[src/rtl/seq_div_pkg.sv]
// Shared widths, FSM encoding and saturation constant for the 64-by-32 sequential divider.
package seq_div_pkg;

    localparam int DVD_W = 64;
    localparam int DVS_W = 32;
    localparam int CNT_W = $clog2(DVS_W);

    typedef enum logic [1:0] {
        IDLE,
        CALC,
        DONE
    } state_e;

    localparam logic [DVS_W-1:0] QUOT_SAT = '1;

endpackage

[src/rtl/div_step.sv]
// One restoring-division step: shift in one dividend bit, trial-subtract the divisor.
module div_step
    import seq_div_pkg::*;
(
    input  logic [DVS_W:0]   prem_i,
    input  logic             bit_i,
    input  logic [DVS_W-1:0] divisor_i,
    output logic [DVS_W:0]   prem_o,
    output logic             qbit_o
);

    logic [DVS_W+1:0] trial;
    logic [DVS_W:0]   diff;

    // prem_i stays below the divisor, so its top bit is always 0 and the
    // full-width trial equals {prem[DVS_W-1:0], bit}; a difference taken
    // modulo 2^(DVS_W+1) is exact whenever the subtraction is kept.
    always_comb begin
        trial  = {prem_i, bit_i};
        qbit_o = (trial >= {2'b00, divisor_i});
        diff   = trial[DVS_W:0] - {1'b0, divisor_i};
        prem_o = qbit_o ? diff : trial[DVS_W:0];
    end

endmodule

[src/rtl/seq_divider_64by32.sv]
// Radix-2 restoring 64/32 divider, one quotient bit per clock with a start/done handshake.
// Optional result self-check enabled by defining SEQ_DIV_SELFCHECK_EN.
module seq_divider_64by32
    import seq_div_pkg::*;
(
    input  logic             clk,
    input  logic             rst,
    input  logic             start_i,
    input  logic [DVD_W-1:0] dividend_i,
    input  logic [DVS_W-1:0] divisor_i,
    output logic             busy_o,
    output logic             done_o,
    output logic [DVS_W-1:0] quotient_o,
    output logic [DVS_W-1:0] remainder_o,
    output logic             div_zero_o,
    output logic             overflow_o,
    output logic             check_err_o
);

    state_e           state_q, state_d;
    logic [CNT_W-1:0] cnt_q, cnt_d;
    logic [DVS_W:0]   prem_q, prem_d;
    logic [DVS_W-1:0] shreg_q, shreg_d;
    logic [DVS_W-1:0] dvs_q, dvs_d;
    logic [DVS_W-1:0] quot_q, quot_d;
    logic [DVS_W-1:0] rem_q, rem_d;
    logic             div_zero_q, div_zero_d;
    logic             overflow_q, overflow_d;

    logic [DVS_W:0]   step_prem;
    logic             step_qbit;

    div_step u_step (
        .prem_i    (prem_q),
        .bit_i     (shreg_q[DVS_W-1]),
        .divisor_i (dvs_q),
        .prem_o    (step_prem),
        .qbit_o    (step_qbit)
    );

    // NOTE: every _d gets its hold value first, so no path through the case can infer a latch.
    always_comb begin
        state_d    = state_q;
        cnt_d      = cnt_q;
        prem_d     = prem_q;
        shreg_d    = shreg_q;
        dvs_d      = dvs_q;
        quot_d     = quot_q;
        rem_d      = rem_q;
        div_zero_d = div_zero_q;
        overflow_d = overflow_q;
        unique case (state_q)
            IDLE: begin
                if (start_i) begin
                    dvs_d = divisor_i;
                    if (divisor_i == '0) begin
                        state_d    = DONE;
                        quot_d     = QUOT_SAT;
                        rem_d      = dividend_i[DVS_W-1:0];
                        div_zero_d = 1'b1;
                        overflow_d = 1'b0;
                    end else if (dividend_i[DVD_W-1:DVS_W] >= divisor_i) begin
                        state_d    = DONE;
                        quot_d     = QUOT_SAT;
                        rem_d      = '0;
                        div_zero_d = 1'b0;
                        overflow_d = 1'b1;
                    end else begin
                        state_d    = CALC;
                        prem_d     = {1'b0, dividend_i[DVD_W-1:DVS_W]};
                        shreg_d    = dividend_i[DVS_W-1:0];
                        cnt_d      = CNT_W'(DVS_W - 1);
                        div_zero_d = 1'b0;
                        overflow_d = 1'b0;
                    end
                end
            end
            CALC: begin
                // Dividend bits leave at the MSB while quotient bits enter at the LSB.
                prem_d  = step_prem;
                shreg_d = {shreg_q[DVS_W-2:0], step_qbit};
                if (cnt_q == '0) begin
                    state_d = DONE;
                    quot_d  = {shreg_q[DVS_W-2:0], step_qbit};
                    rem_d   = step_prem[DVS_W-1:0];
                end else begin
                    cnt_d = cnt_q - 1'b1;
                end
            end
            DONE:    state_d = IDLE;
            default: state_d = IDLE;
        endcase
    end

    // NOTE: state registers use non-blocking assignments so every flop samples pre-edge values.
    always_ff @(posedge clk) begin
        if (rst) begin
            state_q    <= IDLE;
            cnt_q      <= '0;
            prem_q     <= '0;
            shreg_q    <= '0;
            dvs_q      <= '0;
            quot_q     <= '0;
            rem_q      <= '0;
            div_zero_q <= 1'b0;
            overflow_q <= 1'b0;
        end else begin
            state_q    <= state_d;
            cnt_q      <= cnt_d;
            prem_q     <= prem_d;
            shreg_q    <= shreg_d;
            dvs_q      <= dvs_d;
            quot_q     <= quot_d;
            rem_q      <= rem_d;
            div_zero_q <= div_zero_d;
            overflow_q <= overflow_d;
        end
    end

`ifdef SEQ_DIV_SELFCHECK_EN
    logic [DVD_W-1:0] dvd_q;
    logic [DVD_W-1:0] recon;
    logic             check_fail;
    logic             check_err_q;

    always_comb begin
        recon      = {{(DVD_W-DVS_W){1'b0}}, quot_q} * {{(DVD_W-DVS_W){1'b0}}, dvs_q}
                   + {{(DVD_W-DVS_W){1'b0}}, rem_q};
        check_fail = (state_q == DONE) && !div_zero_q && !overflow_q &&
                     ((recon != dvd_q) || (rem_q >= dvs_q));
    end

    always_ff @(posedge clk) begin
        if (rst) begin
            dvd_q       <= '0;
            check_err_q <= 1'b0;
        end else begin
            if (state_q == IDLE && start_i) begin
                dvd_q <= dividend_i;
            end
            check_err_q <= check_err_q | check_fail;
        end
    end

    assign check_err_o = check_err_q;
`else
    assign check_err_o = 1'b0;
`endif

    assign busy_o      = (state_q != IDLE);
    assign done_o      = (state_q == DONE);
    assign quotient_o  = quot_q;
    assign remainder_o = rem_q;
    assign div_zero_o  = div_zero_q;
    assign overflow_o  = overflow_q;

endmodule
[config.mk]
export PLATFORM = sky130hd
export DESIGN_NAME = seq_divider_64by32
export DESIGN_NICKNAME = d
export VERILOG_FILES = /design/src/rtl/seq_div_pkg.sv /design/src/rtl/div_step.sv /design/src/rtl/seq_divider_64by32.sv
export SDC_FILE = /design/constraint.sdc
export NUM_CORES = 1
export LEC_CHECK = 0
export CAP_MARGIN = 20
export CORE_ASPECT_RATIO = 0.9
export CORE_MARGIN = 5
export CORE_UTILIZATION = 45
export CTS_BUF_LIST = sky130_fd_sc_hd__clkbuf_4
export DETAILED_ROUTE_END_ITERATION = 10
export PLACE_DENSITY_LB_ADDON = 0.05
export SLEW_MARGIN = 25
export SYNTH_ARGS = -nofsm -noshare
export SYNTH_HDL_FRONTEND = slang
export SYNTH_SLANG_ARGS = --single-unit
[constraint.sdc]
create_clock -name clk -period 6.75 [get_ports clk]
set_input_delay 1.35 -clock clk [delete_from_list [all_inputs] [get_ports clk]]
set_output_delay 1.35 -clock clk [all_outputs]
set_load 0.02 [all_outputs]
# After elaboration in Yosys (flattened, before gate mapping)
# Cells that the tools add are included.
word_totals:
  ff_bits: 170
  input_bits: 99
  out_inout_bits: 69
  elab_cells: 63
classes:
  addsub: 2
  order_cmp: 2
  n_eq_ne: 8
  muxes: 32
  reduce_logical: 10
op_table:
  columns: ["operator", "count"]
  rows:
  - ["2-to-1 mux 32 bit", 11]
  - ["case mux 32 bit (2 select lines)", 3]
  - ["2-to-1 mux 33 bit", 4]
  - ["case mux 33 bit (2 select lines)", 1]
  - ["greater-or-equal comparator 34 x 32 -> 1 bit", 1]
  - ["subtractor 33 x 32 -> 33 bit", 1]
  - ["greater-or-equal comparator 32 bit", 1]
  - ["zero test 32 bit", 1]
  - ["2-to-1 mux 5 bit", 4]
  - ["inequality test 2 bit, second input constant", 5]
  - ["case mux 5 bit (2 select lines)", 1]
  - ["2-to-1 mux 2 bit", 4]
  - ["AND reduction 4 bit", 2]
  - ["zero test 5 bit", 1]
  - ["AND reduction 5 bit", 1]
  - ["subtractor 5 x 1 -> 5 bit, second input constant", 1]
  - ["case mux 2 bit (2 select lines)", 1]
  - ["AND reduction 2 bit", 2]
  - ["nonzero test 2 bit", 2]
  - ["2-to-1 mux 1 bit", 3]
  - ["inequality test 3 bit, second input constant", 1]
  - ["== test 2 x 1 -> 1 bit, second input constant", 1]
  - ["== test 2 bit, second input constant", 1]
  - ["zero test 2 bit", 1]

# Longest topological paths before layout
logic_depth:
  depth_word: 5
  depth_mapped: 15
  ltp_nobuf: 13

# By module
# A second synthesis with hierarchy kept.
unflattened:
  hier_cells: 1338
  hier_area_um2: 10791.6
by_module_without_submodules:
  columns: ["module", "n_inst", "cells_per_inst", "area_each_um2", "seq_area_each_um2"]
  rows:
  - ["seq_divider_64by32", 1, 992, 8600.7, 3403.3]
  - ["div_step", 1, 346, 2190.9, 0.0]

# Least setup slack after synthesis
# OpenSTA, ideal clock, no wires.
synth_path:
  kind: "input -> register"
  start: "input port dividend_i[32]"
  end: "register shreg_q[10]"
  setup_time_ns: 0.086
  t_arrival_ns: 3.716
  required_ns: 6.664
  setup_slack_ns: 2.948
  stages: 12
  n_path_buf: 2
  cell_sequence: "inv_1 ha_1 nand2b_1 a2111oi_2 nor4_1 o311a_1 nor4_4 nand2_2 buf_2 buf_2 mux2i_1 a211oi_1"
synth_via:
  elab_chain_len: 3
synth_rtl:
  columns: ["element", "line_no", "source"]
  rows:
  - ["from (decl)", "seq_divider_64by32.sv:9", "input logic [DVD_W-1:0] dividend_i,"]
  - ["greater-or-equal comparator 32 bit", "seq_divider_64by32.sv:62", "end else if (dividend_i[DVD_W-1:DVS_W] >= divisor_i) begin"]
  - ["inequality test 2 bit (no source line)", null, null]
  - ["AND reduction 4 bit (no source line)", null, null]
  - ["to (signal assigned)", "seq_divider_64by32.sv:111", "shreg_q <= shreg_d;"]
  - ["to (decl)", "seq_divider_64by32.sv:23", "logic [DVS_W-1:0] shreg_q, shreg_d;"]
# No other way between the ends.
# A chain may end at the register's enable or synchronous reset.

# Final worst setup path
layout_path:
  start: "input port divisor_i[31]"
  end: "register rem_q[15], in the netlist remainder_o[15]"
layout_via:
  elab_chain_len: 4
  word_cells_on_any_way: 7
  cone_classes: "1 x order compare; 1 x eq/ne; 3 x mux; 2 x reduce/logical"
layout_rtl:
  columns: ["element", "line_no", "source"]
  rows:
  - ["from (decl)", "seq_divider_64by32.sv:10", "input logic [DVS_W-1:0] divisor_i,"]
  - ["parallel branches: the longest is 4 deep, another holds greater-or-equal comparator 32 bit", null, null]
  - ["to (signal assigned)", "seq_divider_64by32.sv:114", "rem_q <= rem_d;"]
  - ["to (decl)", "seq_divider_64by32.sv:26", "logic [DVS_W-1:0] rem_q, rem_d;"]
# Several ways; the timed one is not identified. The select of a mux whose other input is x is not followed.

==> flow_summary_export.csv <==
group,metric,value,unit
yosys,synthesis.area,9860,sq um
clock_network,clk_root_buffer_cell,"sky130_fd_sc_hd__clkbuf_4",
clock_network,clock_tree_buffer_depth,2,
min_path,hp-start,"dvs_q[26]",
global_routing,pin_count_of_the_biggest_net_entering_global_routing,85,
drt,first_pass_iters,5,
clock_network,clk_pin_slew,0.14,ns
sta,fin_worst_hold_slack,0.469,ns
sta,maxSlewViolCount,0,
yosys,synthesis.nets,1402,
pwr,leakagePower,4.89,nW
sta,shortest_clock_period_the_worst_path_allows_after_layout,4.56,ns
cells_and_area,filler_cell_count,2072,
yosys,synthDistinctLibCells,63,
setup_path,critical_path_buf_inv_count,3,
yosys,count_of_flip_flops_with_a_built_in_enable_after_synthesis,0,
sta,skew,0.0309,ns
sta,unrepaired_setup_endpoints_after_global_routing,"no",
placed_design,placement.io_buffers,166,
drt,routed_via_density,5.60,
yosys,postSynth.asyncResetShare,0,%
drt,via_count,9290,
setup_path,cp_slowest_stage_delay,0.74,ns
cells_and_area,synthToLayoutAreaGrowth,21.3,%
placed_design,routabilityCongestion,0.899,
placed_design,dp_hpwl,22.3,mm
sta,timing_worst_slew_pin_value,0.948,ns
cells_and_area,final_net_count,1522,
sta,max-slew-margin-rel,36.7,%
pwr,power-per-cell-area,320,nW/um^2
clock_network,cts_buf_count,17,
floorplan,io_pins,168,
setup_path,critical_path.startpoint,"divisor_i[31]",
yosys,seq_area_frac_synth,34.5,%
setup_path,critical_path.cell_chain,"clkdlybuf4s50_1, inv_1, ha_1, nand4_1, nor4_1, nor2b_1, nor4_4, o21ai_4, buf_4, nor2_1, a211oi_1",
job,maxCapViolCount,0,
drt,postRouteWirelength,29.9,mm
clock_network,cts_num_sinks,170,
floorplan,dieHeight,150,um
sta,finalSetupTns,0,ns
global_routing,first_global_vias,8941,
yosys,most_used_dff_post_synth,"sky130_fd_sc_hd__dfxtp_1",
floorplan,placementRows,51,
yosys,syn-instance-count,1236,
clock_network,ctsResizeCount,0,
drt,routedWlPerCell,18.0,um
setup_path,endpoint_class_of_the_critical_path,"flop",
clock_network,clock_latency,0.59,ns
min_path,worstHoldPathType,"flop to flop",
sta,hold_viol,0,
floorplan,die_area,25000,sq um
drt,drtAntennaViolNets,0,
setup_path,crit_path_start_kind,"primary input",
clock_network,cts_tree,"built",
floorplan,core-area,21600,sq um
sta,max_freq,219,MHz
cells_and_area,final_layout_size_suffix_gt1_share,5.99,%
cells_and_area,multi_input_area,5890,sq um
global_routing,grt_pass1_wl,48.2,mm
floorplan,initial_core_utilization,45.6,%
setup_path,critical-path-slowest-cell,"sky130_fd_sc_hd__nor4_1",
floorplan,horizontal_extent_of_the_die,166,um
setup_path,arrival,5.04,ns
clock_network,post-cts-setup-buffers,0,
setup_path,criticalPathCategory,"primary input to flop",
status,run_status,"finished clean",
global_routing,grt_overflow_total,0,
cells_and_area,regArea,3400,sq um
setup_path,critical_path_required,7.23,ns
global_routing,antenna_violations_before_repair,2,
yosys,synth.yosys.warnings,0,
drt,drc,0,
setup_path,crit_path_max_fanout,28,
clock_network,h_tree_levels,4,
pwr,post-layout-total-power,3.83,mW
pwr,vdd_drop_max,0.000168,V
yosys,avgSynthCellArea,7.98,sq um
sta,setup_violations,0,
yosys,yosys_register_bits,170,
drt,initialDrtViolationCount,463,
setup_path,crit-reg2reg-launch,"shreg_q[31]",
clock_network,cts_hold_buf,0,
setup_path,crit_family,"simple AND/OR/NAND/NOR gates",
sta,fin_crit_sh,67.5,%
global_routing,grt.total_usage,23.7,%
sequential cells by signal, indices dropped and copies added, names as in the netlist:
signal       flops
remainder_o     32
div_zero_o       1
shreg_q         32
quotient_o      32
state_q          2
cnt_q            5
dvs_q           32
prem_q          33
overflow_o       1
cell usage in the layout (no fill, tap or decap), types with 4 or more instances in the layout:
cell type and instances:
sky130_fd_sc_hd__o21a_1 10, sky130_fd_sc_hd__xnor2_1 16, sky130_fd_sc_hd__o31ai_1 5, sky130_fd_sc_hd__xor2_1 9, sky130_fd_sc_hd__dfxtp_1 170, sky130_fd_sc_hd__clkdlybuf4s50_1 165
sky130_fd_sc_hd__a21o_1 10, sky130_fd_sc_hd__inv_8 5, sky130_fd_sc_hd__buf_4 12, sky130_fd_sc_hd__inv_1 75, sky130_fd_sc_hd__nand2b_1 15, sky130_fd_sc_hd__nand3_1 7
sky130_fd_sc_hd__mux2i_1 42, sky130_fd_sc_hd__nand2_1 153, sky130_fd_sc_hd__a211oi_1 78, sky130_fd_sc_hd__ha_1 66, sky130_fd_sc_hd__mux2_1 5, sky130_fd_sc_hd__o211ai_1 6
sky130_fd_sc_hd__clkbuf_4 17, sky130_fd_sc_hd__mux2_2 22, sky130_fd_sc_hd__o21ai_0 66, sky130_fd_sc_hd__nor3_1 15, sky130_fd_sc_hd__nor2_1 117, sky130_fd_sc_hd__nor4_1 13
sky130_fd_sc_hd__clkinv_4 4, sky130_fd_sc_hd__nor2b_1 4, sky130_fd_sc_hd__nand4_1 18, sky130_fd_sc_hd__a221o_1 4, sky130_fd_sc_hd__a31oi_1 5, sky130_fd_sc_hd__a21oi_1 152
sky130_fd_sc_hd__and2_1 4, sky130_fd_sc_hd__a221oi_1 7, sky130_fd_sc_hd__a22oi_1 10, sky130_fd_sc_hd__and3_1 6
path summary, 6_finish.rpt:
check / end / slack (ns) / cells past startpoint
setup reg to reg: remainder_o[31] / 2.44 / 14
hold / removal: dvs_q[26] / 0.47 / 2
setup / recovery: remainder_o[15] / 2.19 / 11
hold reg to reg: dvs_q[26] / 0.47 / 2
kinds of logic (layout without fill, tap and decap cells):
kind of cell	count (synthesis)	after routing	share of synthesized area, %
muxes	69	69	7.35
xor gates and xnor gates	25	25	2.22
and+or+nand+nor	369	369	16.5
other	1	2	0.0380
DFF	170	170	34.5
buffers and inverters	151	283	6.37
AOI/OAI and AO/OA	384	384	24.4
adders and majority gates	67	67	8.58
report_power, final:
part / leakage [nW] / switching (mW) / internal, mW / total (mW)
clock: 0.150 / 0.433 / 0.168 / 0.602
combinational: 3.35 / 1.18 / 0.795 / 1.97
sequential: 1.40 / 0.0991 / 1.16 / 1.26
Yosys cell counts, types with 3 or more instances:
cell type	number	area share [%]
sky130_fd_sc_hd__and3_1	6	0.38
sky130_fd_sc_hd__o21bai_1	3	0.23
sky130_fd_sc_hd__o21a_1	10	0.76
sky130_fd_sc_hd__nor2b_1	6	0.38
sky130_fd_sc_hd__ha_1	66	8.4
sky130_fd_sc_hd__o31ai_1	5	0.38
sky130_fd_sc_hd__o21ai_0	66	3.3
sky130_fd_sc_hd__a22oi_1	10	0.76
sky130_fd_sc_hd__a221oi_1	7	0.62
sky130_fd_sc_hd__or2_2	3	0.19
sky130_fd_sc_hd__nand3_1	7	0.36
sky130_fd_sc_hd__nor4_1	13	0.82
sky130_fd_sc_hd__mux2_1	5	0.57
sky130_fd_sc_hd__buf_6	3	0.34
sky130_fd_sc_hd__nor3_1	16	0.81
sky130_fd_sc_hd__buf_2	19	0.96
sky130_fd_sc_hd__a211oi_1	78	5.9
sky130_fd_sc_hd__xor2_1	9	0.80
sky130_fd_sc_hd__nand4_1	18	1.1
sky130_fd_sc_hd__a221o_1	4	0.41
sky130_fd_sc_hd__xnor2_1	16	1.4
sky130_fd_sc_hd__mux2i_1	42	4.3
sky130_fd_sc_hd__nor2_1	117	4.5
sky130_fd_sc_hd__buf_4	4	0.30
sky130_fd_sc_hd__a311oi_1	3	0.27
sky130_fd_sc_hd__or3_1	3	0.19
sky130_fd_sc_hd__a21oi_1	152	7.7
sky130_fd_sc_hd__and2_1	4	0.25
sky130_fd_sc_hd__clkbuf_1	48	1.8
sky130_fd_sc_hd__o211ai_1	6	0.46
sky130_fd_sc_hd__a21o_1	10	0.76
sky130_fd_sc_hd__a31oi_1	5	0.32
sky130_fd_sc_hd__mux2_2	22	2.5
sky130_fd_sc_hd__nand2b_1	16	1.0
sky130_fd_sc_hd__o221ai_1	3	0.27
sky130_fd_sc_hd__inv_1	75	2.9
sky130_fd_sc_hd__dfxtp_1	170	35
sky130_fd_sc_hd__nand2_1	153	5.8
tightest hold or removal path: stages, from the launching register on:
cell and delay, ns:
sky130_fd_sc_hd__dfxtp_1 0.34, sky130_fd_sc_hd__nand2_1 0.05, sky130_fd_sc_hd__a21oi_1 0.05
stage by stage:
step / util [%] / cells / area, sq um / setup WS [ns]
global placement: 53.9 / 1628 / 11700 / 1.51
CTS: 55.3 / 1659 / 12000 / 2.25
detailed placement: 54.0 / 1628 / 11700 / 1.63
finish: 55.3 / 1660 / 12000 / 2.19
global route: 55.3 / 1660 / 12000 / 1.95
floorplan: - / 1236 / 9860 / 2.95
per-layer routing:
layer | vias up | routed length [um] | GRT usage [%]
met5 | - | 13 | 0
met4 | 2 | 632 | 5.94
met3 | 35 | 1260 | 4.96
met2 | 233 | 13800 | 39.2
met1 | 4370 | 14200 | 32.0
li1 | 4650 | - | -
layout make-up:
type | instances | share of cell area [%]
Timing Repair Buffer | 177 | 14.6
Sequential cell | 170 | 28.4
Clock inverter | 14 | 1.31
Multi-Input combinational cell | 915 | 49.2
Tap cell | 291 | 3.04
Clock buffer | 17 | 1.07
Antenna cell | 1 | 0.0209
Inverter | 75 | 2.35
Power figures use the tool's default switching activity.
